### src/rtl/rom_req_arbiter.sv
// rom_req_arbiter
//
// Round-robin arbiter between three ROM cache clients and the SDRAM
// controller's ROM read channel. Each client holds rom_req high with an
// address until its data comes back; the arbiter adds a per-client SDRAM
// region base, issues one read at a time, and returns the 32-bit word with
// a single-cycle valid pulse to the client that was served.
//
// Ports:
//   clk           system clock
//   reset         asynchronous active-high reset
//   client_req    per-client level request (3 bits)
//   client_addr   packed client addresses, client n at [n*ADDR_W +: ADDR_W]
//   client_data   registered read data, shared by all clients
//   client_valid  one-hot single-cycle data-valid pulse
//   sdram_req     level read request, held until sdram_ack
//   sdram_addr    SDRAM word address, stable while sdram_req is high
//   sdram_data    SDRAM read data, valid with sdram_ack
//   sdram_ack     single-cycle completion pulse

module rom_req_arbiter #(
    parameter int                   ADDR_W    = 20,
    parameter int                   SD_ADDR_W = 24,
    parameter logic [SD_ADDR_W-1:0] BASE0     = 24'h000000,
    parameter logic [SD_ADDR_W-1:0] BASE1     = 24'h100000,
    parameter logic [SD_ADDR_W-1:0] BASE2     = 24'h200000
) (
    input  logic                  clk,
    input  logic                  reset,
    input  logic [2:0]            client_req,
    input  logic [3*ADDR_W-1:0]   client_addr,
    output logic [31:0]           client_data,
    output logic [2:0]            client_valid,
    output logic                  sdram_req,
    output logic [SD_ADDR_W-1:0]  sdram_addr,
    input  logic [31:0]           sdram_data,
    input  logic                  sdram_ack
);

    typedef enum logic {
        ST_IDLE,
        ST_WAIT
    } state_t;

    state_t                 state_q, state_d;
    logic [1:0]             rr_q, rr_d;
    logic [1:0]             gnt_q, gnt_d;
    logic [ADDR_W-1:0]      lat_addr_q, lat_addr_d;
    logic [2:0]             served_q, served_d;
    logic [ADDR_W-1:0]      last_addr_q [0:2];
    logic [ADDR_W-1:0]      last_addr_d [0:2];
    logic                   sdram_req_d;
    logic [SD_ADDR_W-1:0]   sdram_addr_d;
    logic [31:0]            client_data_d;
    logic [2:0]             client_valid_d;

    logic [ADDR_W-1:0]      cur_addr [0:2];
    logic [2:0]             eligible;
    logic                   found;
    logic [1:0]             pick;
    logic [2:0]             cand;
    logic [ADDR_W-1:0]      pick_addr;
    logic [SD_ADDR_W-1:0]   pick_base;
    logic                   gnt_match;

    // A client whose current request was already answered stays ineligible
    // until it drops rom_req or moves to a new address, because the caches
    // keep rom_req asserted after the data arrives.
    always_comb begin
        for (int i = 0; i < 3; i++) begin
            cur_addr[i] = client_addr[i*ADDR_W +: ADDR_W];
            eligible[i] = client_req[i] &&
                          !(served_q[i] && (cur_addr[i] == last_addr_q[i]));
        end
    end

    // Search starts at the round-robin pointer and wraps 2 -> 0.
    always_comb begin
        found = 1'b0;
        pick  = 2'd0;
        cand  = 3'd0;
        for (int i = 0; i < 3; i++) begin
            cand = {1'b0, rr_q} + 3'(i);
            if (cand >= 3'd3) cand = cand - 3'd3;
            if (!found && eligible[cand[1:0]]) begin
                found = 1'b1;
                pick  = cand[1:0];
            end
        end
    end

    always_comb begin
        pick_addr = '0;
        pick_base = '0;
        gnt_match = 1'b0;
        for (int i = 0; i < 3; i++) begin
            if (pick == 2'(i)) pick_addr = cur_addr[i];
            if (gnt_q == 2'(i))
                gnt_match = client_req[i] && (cur_addr[i] == lat_addr_q);
        end
        case (pick)
            2'd0:    pick_base = BASE0;
            2'd1:    pick_base = BASE1;
            default: pick_base = BASE2;
        endcase
    end

    always_ff @(posedge clk or posedge reset) begin
        if (reset) begin
            state_q      <= ST_IDLE;
            rr_q         <= 2'd0;
            gnt_q        <= 2'd0;
            lat_addr_q   <= '0;
            served_q     <= 3'b000;
            last_addr_q  <= '{default: '0};
            sdram_req    <= 1'b0;
            sdram_addr   <= '0;
            client_data  <= 32'd0;
            client_valid <= 3'b000;
        end else begin
            state_q      <= state_d;
            rr_q         <= rr_d;
            gnt_q        <= gnt_d;
            lat_addr_q   <= lat_addr_d;
            served_q     <= served_d;
            last_addr_q  <= last_addr_d;
            sdram_req    <= sdram_req_d;
            sdram_addr   <= sdram_addr_d;
            client_data  <= client_data_d;
            client_valid <= client_valid_d;
        end
    end

    always_comb begin
        state_d        = state_q;
        rr_d           = rr_q;
        gnt_d          = gnt_q;
        lat_addr_d     = lat_addr_q;
        served_d       = served_q;
        last_addr_d    = last_addr_q;
        sdram_req_d    = sdram_req;
        sdram_addr_d   = sdram_addr;
        client_data_d  = client_data;
        client_valid_d = 3'b000;

        for (int i = 0; i < 3; i++) begin
            if (!client_req[i]) served_d[i] = 1'b0;
        end

        case (state_q)
            ST_IDLE: begin
                // sdram_ack is deliberately ignored here so a stray ack left
                // over from an interrupted transaction does nothing.
                if (found) begin
                    gnt_d        = pick;
                    lat_addr_d   = pick_addr;
                    sdram_addr_d = pick_base + SD_ADDR_W'(pick_addr);
                    sdram_req_d  = 1'b1;
                    state_d      = ST_WAIT;
                end
            end
            ST_WAIT: begin
                if (sdram_ack) begin
                    sdram_req_d   = 1'b0;
                    client_data_d = sdram_data;
                    // Data is only delivered if the client still wants that
                    // exact word; a withdrawn or re-addressed request is dropped.
                    if (gnt_match) begin
                        for (int i = 0; i < 3; i++) begin
                            if (gnt_q == 2'(i)) begin
                                client_valid_d[i] = 1'b1;
                                served_d[i]       = 1'b1;
                                last_addr_d[i]    = lat_addr_q;
                            end
                        end
                    end
                    rr_d    = (gnt_q == 2'd2) ? 2'd0 : gnt_q + 2'd1;
                    state_d = ST_IDLE;
                end
            end
            default: state_d = ST_IDLE;
        endcase
    end

endmodule

### config.mk
export PLATFORM = sky130hd
export DESIGN_NAME = rom_req_arbiter
export DESIGN_NICKNAME = d
export VERILOG_FILES = /design/src/rtl/rom_req_arbiter.sv
export SDC_FILE = /design/constraint.sdc
export NUM_CORES = 1
export LEC_CHECK = 0
export ABC_AREA = 1
export CAP_MARGIN = 20
export CELL_PAD_IN_SITES_DETAIL_PLACEMENT = 0
export CELL_PAD_IN_SITES_GLOBAL_PLACEMENT = 2
export CORE_ASPECT_RATIO = 1.5
export CORE_MARGIN = 4
export CORE_UTILIZATION = 29
export CTS_CLUSTER_SIZE = 25
export DETAILED_ROUTE_END_ITERATION = 8
export GPL_ROUTABILITY_DRIVEN = 0
export PLACE_DENSITY = 0.84
export SYNTH_ARGS = -nofsm -noshare
export SYNTH_HDL_FRONTEND = slang
export SYNTH_SLANG_ARGS = --single-unit
export TNS_END_PERCENT = 1
### constraint.sdc
create_clock -name clk -period 5 [get_ports clk]
set_input_delay 0.75 -clock clk [delete_from_list [all_inputs] [get_ports clk]]
set_output_delay 0.75 -clock clk [all_outputs]
set_load 0.01 [all_outputs]
==> impl_metrics.tcl, run 1 <==
set metrics [dict create \
    status "finished, final reports clean" \
    fin_nets 1287 \
    worst_ep_required_time_ns 5.37 \
    p_comb_share_pct 46.8 \
    ys_ff_latch 126 \
    clkSinkCount 126 \
    slew_viol_final 0 \
    final_common_cell "nand2_1" \
    wl_per_cell_um 19.1 \
    diodes 0 \
    seq_area_frac_synth_pct 42.2 \
    vias_per_cell 4.68 \
    seq_power_share_pct 29.2 \
    tightest_slew_ns 1.12 \
    grt_pass1_wl_um 44800 \
    worst_slew_margin_rel_pct 25.1 \
    routed_wl_um 29200 \
    cp.arrival_ns 3.94 \
    holdBufCountCts 0 \
    layout_common_cells "nand2_1, clkdlybuf4s50_1, dfrtp_1, inv_1, nor2_1" \
    power_frac_clock_pct 23.9 \
    coreArea_um2 25200 \
    p_per_area_nw_per_um2 568 \
    drive_gt1_share_pct 9.09 \
    clock_latency_ns 0.44 \
    cts_resized 0 \
    die_h_um 205 \
    crit_type "in2reg" \
    cts_root_buffer "clkbuf_16" \
    period_share_pct 71.4 \
    setup_tns_ns 0 \
    dr.first_iter.drc_count 524 \
    finalCriticalPeriod_ns 3.57 \
    ir_drop_mv 0.416 \
    grt_overflow 0 \
    nFillCells 2698 \
    fmax_mhz 280 \
    endpoint_kind "flip-flop" \
    route.vias.total 7152 \
    drtPass1Iterations 7 \
    crit_path_start_kind "primary input" \
    netSwitchingFraction_pct 44.2 \
    cts_buffer_depth 2 \
    p_sw_mw 2.47 \
    ys_warn_count 0 \
    setup_viol_count_final 0 \
    leakagePower_nw 4.83 \
    p_int_mw 3.12 \
    hold_viol_final 0 \
    hold_class "reg2reg" \
    cts.clk_slew.worst_paths_ns 0.06 \
    cap_violations 0 \
    placementRows 71 \
    grt_setup_unrepaired "false" \
    grt_pass1_vias 7337 \
    fin_util_pct 39.0 \
    cp_max_fo 20 \
    die_area_um2 28500 \
    synth_area_um2 7480 \
    htreeDepth 4 \
    portBuffers 155 \
    cts_tree "done" \
    io_pins 158 \
    grt_use_total_pct 20.8 \
    route.detailed.drc 0 \
    drtAntennaViolNets 0 \
    hpwl_um 22400 \
    syn_inst 1046 \
    avgSynthCellArea_um2 7.15 \
    ys_types 37 \
    syn_to_final_growth_pct 31.7 \
    grt_max_degree 98 \
    cts_setup_buffers 0 \
    die_x_um 139 \
    cts_buffers 17 \
    antenna_found_initial 0 \
    initial_core_util_pct 29.6 \
    skew_ns 0.00712 \
]
-- stage by stage --
step                      cell area (um^2)  power, mW  setup slack (ns)  cells  hold WS, ns
after detailed placement              9230       4.27              1.03   1496        0.464
after global routing                  9850       5.97              1.14   1527        0.497
after floorplan                       7480       3.09             0.894   1047        0.444
after global placement                9200       4.26              1.08   1495        0.461
final                                 9850       5.59              1.43   1527        0.477
after CTS                             9850       5.64              1.48   1527        0.480
-- cell families (layout without fill, tap and decap cells) --
kind of cell	after synthesis	in the layout	synth area share, %
AO/OA/AOI/OAI	113	113	9.54
XOR/XNOR	30	30	3.51
buffers and inverters	173	325	10.6
other	1	2	0.0502
adder cells (fa/ha/maj)	2	2	0.335
AND/OR/NAND/NOR	601	601	33.8
flip-flops	126	126	42.2
-- final cells by class --
type                    instances  area, um^2  area share [%]
inverters                     131         497            5.04
multi-input cells             748        3530            35.9
clock buffers                  21         460            4.67
well taps                     328         410            4.17
flip-flops and latches        126        3150            32.0
clock inverters                10         163            1.65
repair buffers                163        1630            16.6
-- worst max-delay path, stage by stage --
cell             delay, ns
clkdlybuf4s50_1       0.75
inv_1                 0.08
nand2_1               0.07
nand2_1               0.04
nor2_1                0.10
nand2_1               0.08
nor2_2                0.13
nand3_2               0.13
nand3_2               0.10
nand2_1               0.09
nand2_2               0.08
nand2_2               0.06
nand3_2               0.10
nor2_2                0.05
nor2_2                0.86
nand3_1               0.21
nand2_1               0.13
nor2_1                0.05
nor2_1                0.07
-- synthesized netlist by cell type (all sizes together) --
cell type | count | share of area, %
a21oi | 3 | 0.20
a221o | 1 | 0.13
a221oi | 5 | 0.59
buf | 27 | 3.1
clkbuf | 15 | 0.89
clkinv | 2 | 0.10
conb | 1 | 0.050
dfrtp | 126 | 42
ha | 2 | 0.33
inv | 129 | 6.5
nand2 | 410 | 21
nand3 | 65 | 5.4
nand4 | 8 | 0.67
nor2 | 106 | 5.6
nor3 | 3 | 0.27
nor4 | 6 | 0.50
o2111ai | 6 | 0.70
o211ai | 1 | 0.10
o21ai | 82 | 6.5
o21bai | 1 | 0.10
o22ai | 14 | 1.2
or2 | 2 | 0.17
or4 | 1 | 0.15
xnor2 | 16 | 1.9
xor2 | 14 | 1.6
-- metal layers --
metal  wire length [um]  vias to the layer above  global-route usage (%)
li1                   -                     3530                       -
met1              11800                     3330                    24.2
met2              14800                      247                    37.1
met3               1720                       45                    5.09
met4                928                        0                    7.83
met5                  0                        -                       0
-- registers in the layout, summed over array words and instances, names as in the netlist, 2 cells and up --
signal        flops
served_q          3
client_data      32
last_addr_q      60
rr_q              2
client_valid      3
sdram_addr        3
lat_addr_q       19
gnt_q             2
-- power groups by stage --
stage / registers [mW] / clock network [mW] / logic, mW
floorplan: 1.54 / 0 / 1.54
global placement: 1.66 / 0 / 2.61
detailed placement: 1.64 / 0 / 2.62
CTS: 1.64 / 1.37 / 2.63
global route: 1.67 / 1.42 / 2.88
finish: 1.64 / 1.34 / 2.62
-- path summary, 6_finish.rpt --
kind	end	startpoint	cells past startpoint	slack (ns)
max reg2reg	lat_addr_q[3]	last_addr_q[52]	15	1.97
min reg2reg	client_data[30]	client_data[30]	2	0.48
min in group asynchronous	client_valid[2]	reset	2	0.86
min	client_data[30]	client_data[30]	2	0.48
max in group asynchronous	client_data[2]	reset	3	3.14
max	lat_addr_q[3]	client_addr[13]	19	1.43
No activity file was read; power rests on OpenSTA's default activity.
==> inputs of run 2 (changes only) <==
--- a/config.mk
+++ b/config.mk
@@ -11,11 +11,11 @@
 export CELL_PAD_IN_SITES_GLOBAL_PLACEMENT = 2
 export CORE_ASPECT_RATIO = 1.5
 export CORE_MARGIN = 4
-export CORE_UTILIZATION = 29
+export CORE_UTILIZATION = 26
 export CTS_CLUSTER_SIZE = 25
 export DETAILED_ROUTE_END_ITERATION = 8
 export GPL_ROUTABILITY_DRIVEN = 0
-export PLACE_DENSITY = 0.84
+export PLACE_DENSITY = 0.79
 export SYNTH_ARGS = -nofsm -noshare
 export SYNTH_HDL_FRONTEND = slang
 export SYNTH_SLANG_ARGS = --single-unit
==> constraint.sdc (replaced) <==
create_clock -name clk -period 3.2 [get_ports clk]
set_input_delay 0.48 -clock clk [delete_from_list [all_inputs] [get_ports clk]]
set_output_delay 0.48 -clock clk [all_outputs]
set_load 0.01 [all_outputs]
==> run 2 against run 1 <==
Final area rose by 9.7%. Combinational power rose by 78%. Via count rose by 5.0%. Non-clock buffer count rose by 116. Flip-flop and latch count did not move.
==> impl_metrics.tcl, run 2 (synthesis gave the netlist of run 1 again) <==
set metrics [dict create \
    fin_nets 1403 \
    p_per_area_nw_per_um2 843 \
    cp_cell_sequence "clkdlybuf4s50_1 -> inv_1 -> o211ai_1 -> nor2_1 -> nand3_1 -> nand3_1 -> nand2_1 -> buf_4 -> nand2_2 -> buf_4 -> nand4_1 -> nand2_2 -> inv_2 -> buf_12 -> nand2_1 -> nor2_1 -> nor2_1" \
    largest_reg_flops 60 \
    cts_root_buffer "clkbuf_16" \
    worst_slack_ns 0.391 \
    grt_util_met2_pct 33.6 \
    die_area_um2 31600 \
    drtPass1Iterations 7 \
    cp.arrival_ns 3.14 \
    hold_class "in2async" \
    die_x_um 146 \
    syn_to_final_growth_pct 44.5 \
    grt_overflow 0 \
    setup_tns_ns 0 \
    cpPeakStageDelay_ns 0.52 \
    setup_viol_count_final 0 \
    grt_pass1_wl_um 45800 \
    hold_viol_final 0 \
    wl_per_cell_um 18.3 \
    crit_slowest_cell "clkdlybuf4s50_1" \
    final_common_cell "nand2_1" \
    htreeDepth 4 \
    placementRows 75 \
    crit_top_cell "nor2_1" \
    grt_use_total_pct 19.2 \
    portBuffers 155 \
    post-place-ws_ns -0.296 \
    period_share_pct 87.8 \
    cts.clk_slew.worst_paths_ns 0.06 \
    cap_violations 0 \
    hpwl_um 24300 \
    reg_top3 "last_addr_q (60), client_data (32), lat_addr_q (19)" \
    drive_gt1_share_pct 17.2 \
    tightest_slew_ns 0.559 \
    finalCriticalPeriod_ns 2.81 \
    slew_viol_final 0 \
    use_met1_pct 22.2 \
    timing.rr.start "lat_addr_q[15]" \
    worst_slew_margin_rel_pct 62.6 \
    route.vias.total 7508 \
    dr.first_iter.drc_count 395 \
    ir_drop_mv 0.459 \
    worstSetupStartpoint "client_addr[53]" \
    endpoint_kind "flip-flop" \
    grt_max_degree 58 \
    cts_tree "done" \
    layout_common_cells "nand2_1, clkdlybuf4s50_1, dfrtp_1, buf_4, inv_1" \
    crit_type "in2reg" \
    grt_pass1_vias 7648 \
    crit_path_start_kind "primary input" \
    clkSinkCount 126 \
    cp_max_fo 26 \
    drtAntennaViolNets 0 \
    status "finished, final reports clean" \
    routed_wl_um 30500 \
    coreArea_um2 28200 \
    vias_per_cell 4.51 \
    largest-register "last_addr_q" \
    initial_core_util_pct 26.6 \
    skew_ns 0.00998 \
    top_usage_layer "met2" \
    die_h_um 216 \
    io_pins 158 \
    antenna_found_initial 1 \
    fmax_mhz 356 \
    route.detailed.drc 0 \
    cts_buffers 17 \
    worst_ep_required_time_ns 3.53 \
    clock_latency_ns 0.43 \
    leakagePower_nw 5.40 \
    use_met3_pct 4.15 \
    grt_setup_unrepaired "false" \
    cts_buffer_depth 2 \
]
## run 2: stage by stage
step / instances / hold slack (ns) / utilization (%) / power, mW / cell area [um^2]
6_report: 1663 / 0.408 / 38.4 / 9.11 / 10800
3_3_place_gp: 1630 / 0.461 / 36.2 / 7.16 / 10200
2_1_floorplan: 1047 / 0.444 / - / 4.82 / 7480
4_1_cts: 1662 / 0.412 / 38.3 / 9.18 / 10800
3_5_place_dp: 1630 / 0.464 / 36.2 / 7.15 / 10200
5_1_grt: 1662 / 0.451 / 38.4 / 9.71 / 10800
## run 2: final timing paths
path / endpoint / slack, ns / cells after the start
hold reg to reg: client_data[0] / 0.48 / 2
max in group asynchronous: last_addr_q[45] / 2.11 / 3
min in group clk: client_data[0] / 0.48 / 2
setup reg to reg: last_addr_q[51] / 0.50 / 9
hold / removal: last_addr_q[12] / 0.41 / 2
setup / recovery: lat_addr_q[4] / 0.39 / 17
## run 2: timing repair
| action | in CTS | in global routing |
|---|---|---|
| buffers inserted | 0 | 0 |
| setup endpoints to repair | 0 | 20 |
| resized for setup | 0 | 2 |
| hold buffers | 0 | 0 |
## run 2: cell type report
class / instances / area, um^2
sequential: 126 / 3150
tap: 346 / 433
clock buffer: 20 / 457
timing repair buffer: 279 / 2580
inverter: 131 / 495
clock inverter: 12 / 136
antenna: 1 / 2.50
multi-input combinational: 748 / 3540
fill: 3009 / 17300
## run 2: report_power, final
group          internal [mW]  leakage, nW  switching [mW]
Clock                   1.19        0.283           0.778
Combinational           1.95         3.56            2.71
Sequential              1.97         1.55           0.502
Total                   5.12         5.40            3.99
## run 2: per-layer routing
layer	vias to the layer above	part of all wire [%]	wire length (um)
met5	-	0	0
met4	0	4.6	1390
met3	61	5.2	1580
met2	233	50	15200
met1	3445	40	12300
li1	3769	-	-
## run 2: critical path: cells and delay by family
kind | cells | cell delay (ns)
buffers and inverters | 6 | 1.32
AND/OR/NAND/NOR | 10 | 1.11
AO/OA/AOI/OAI | 1 | 0.20
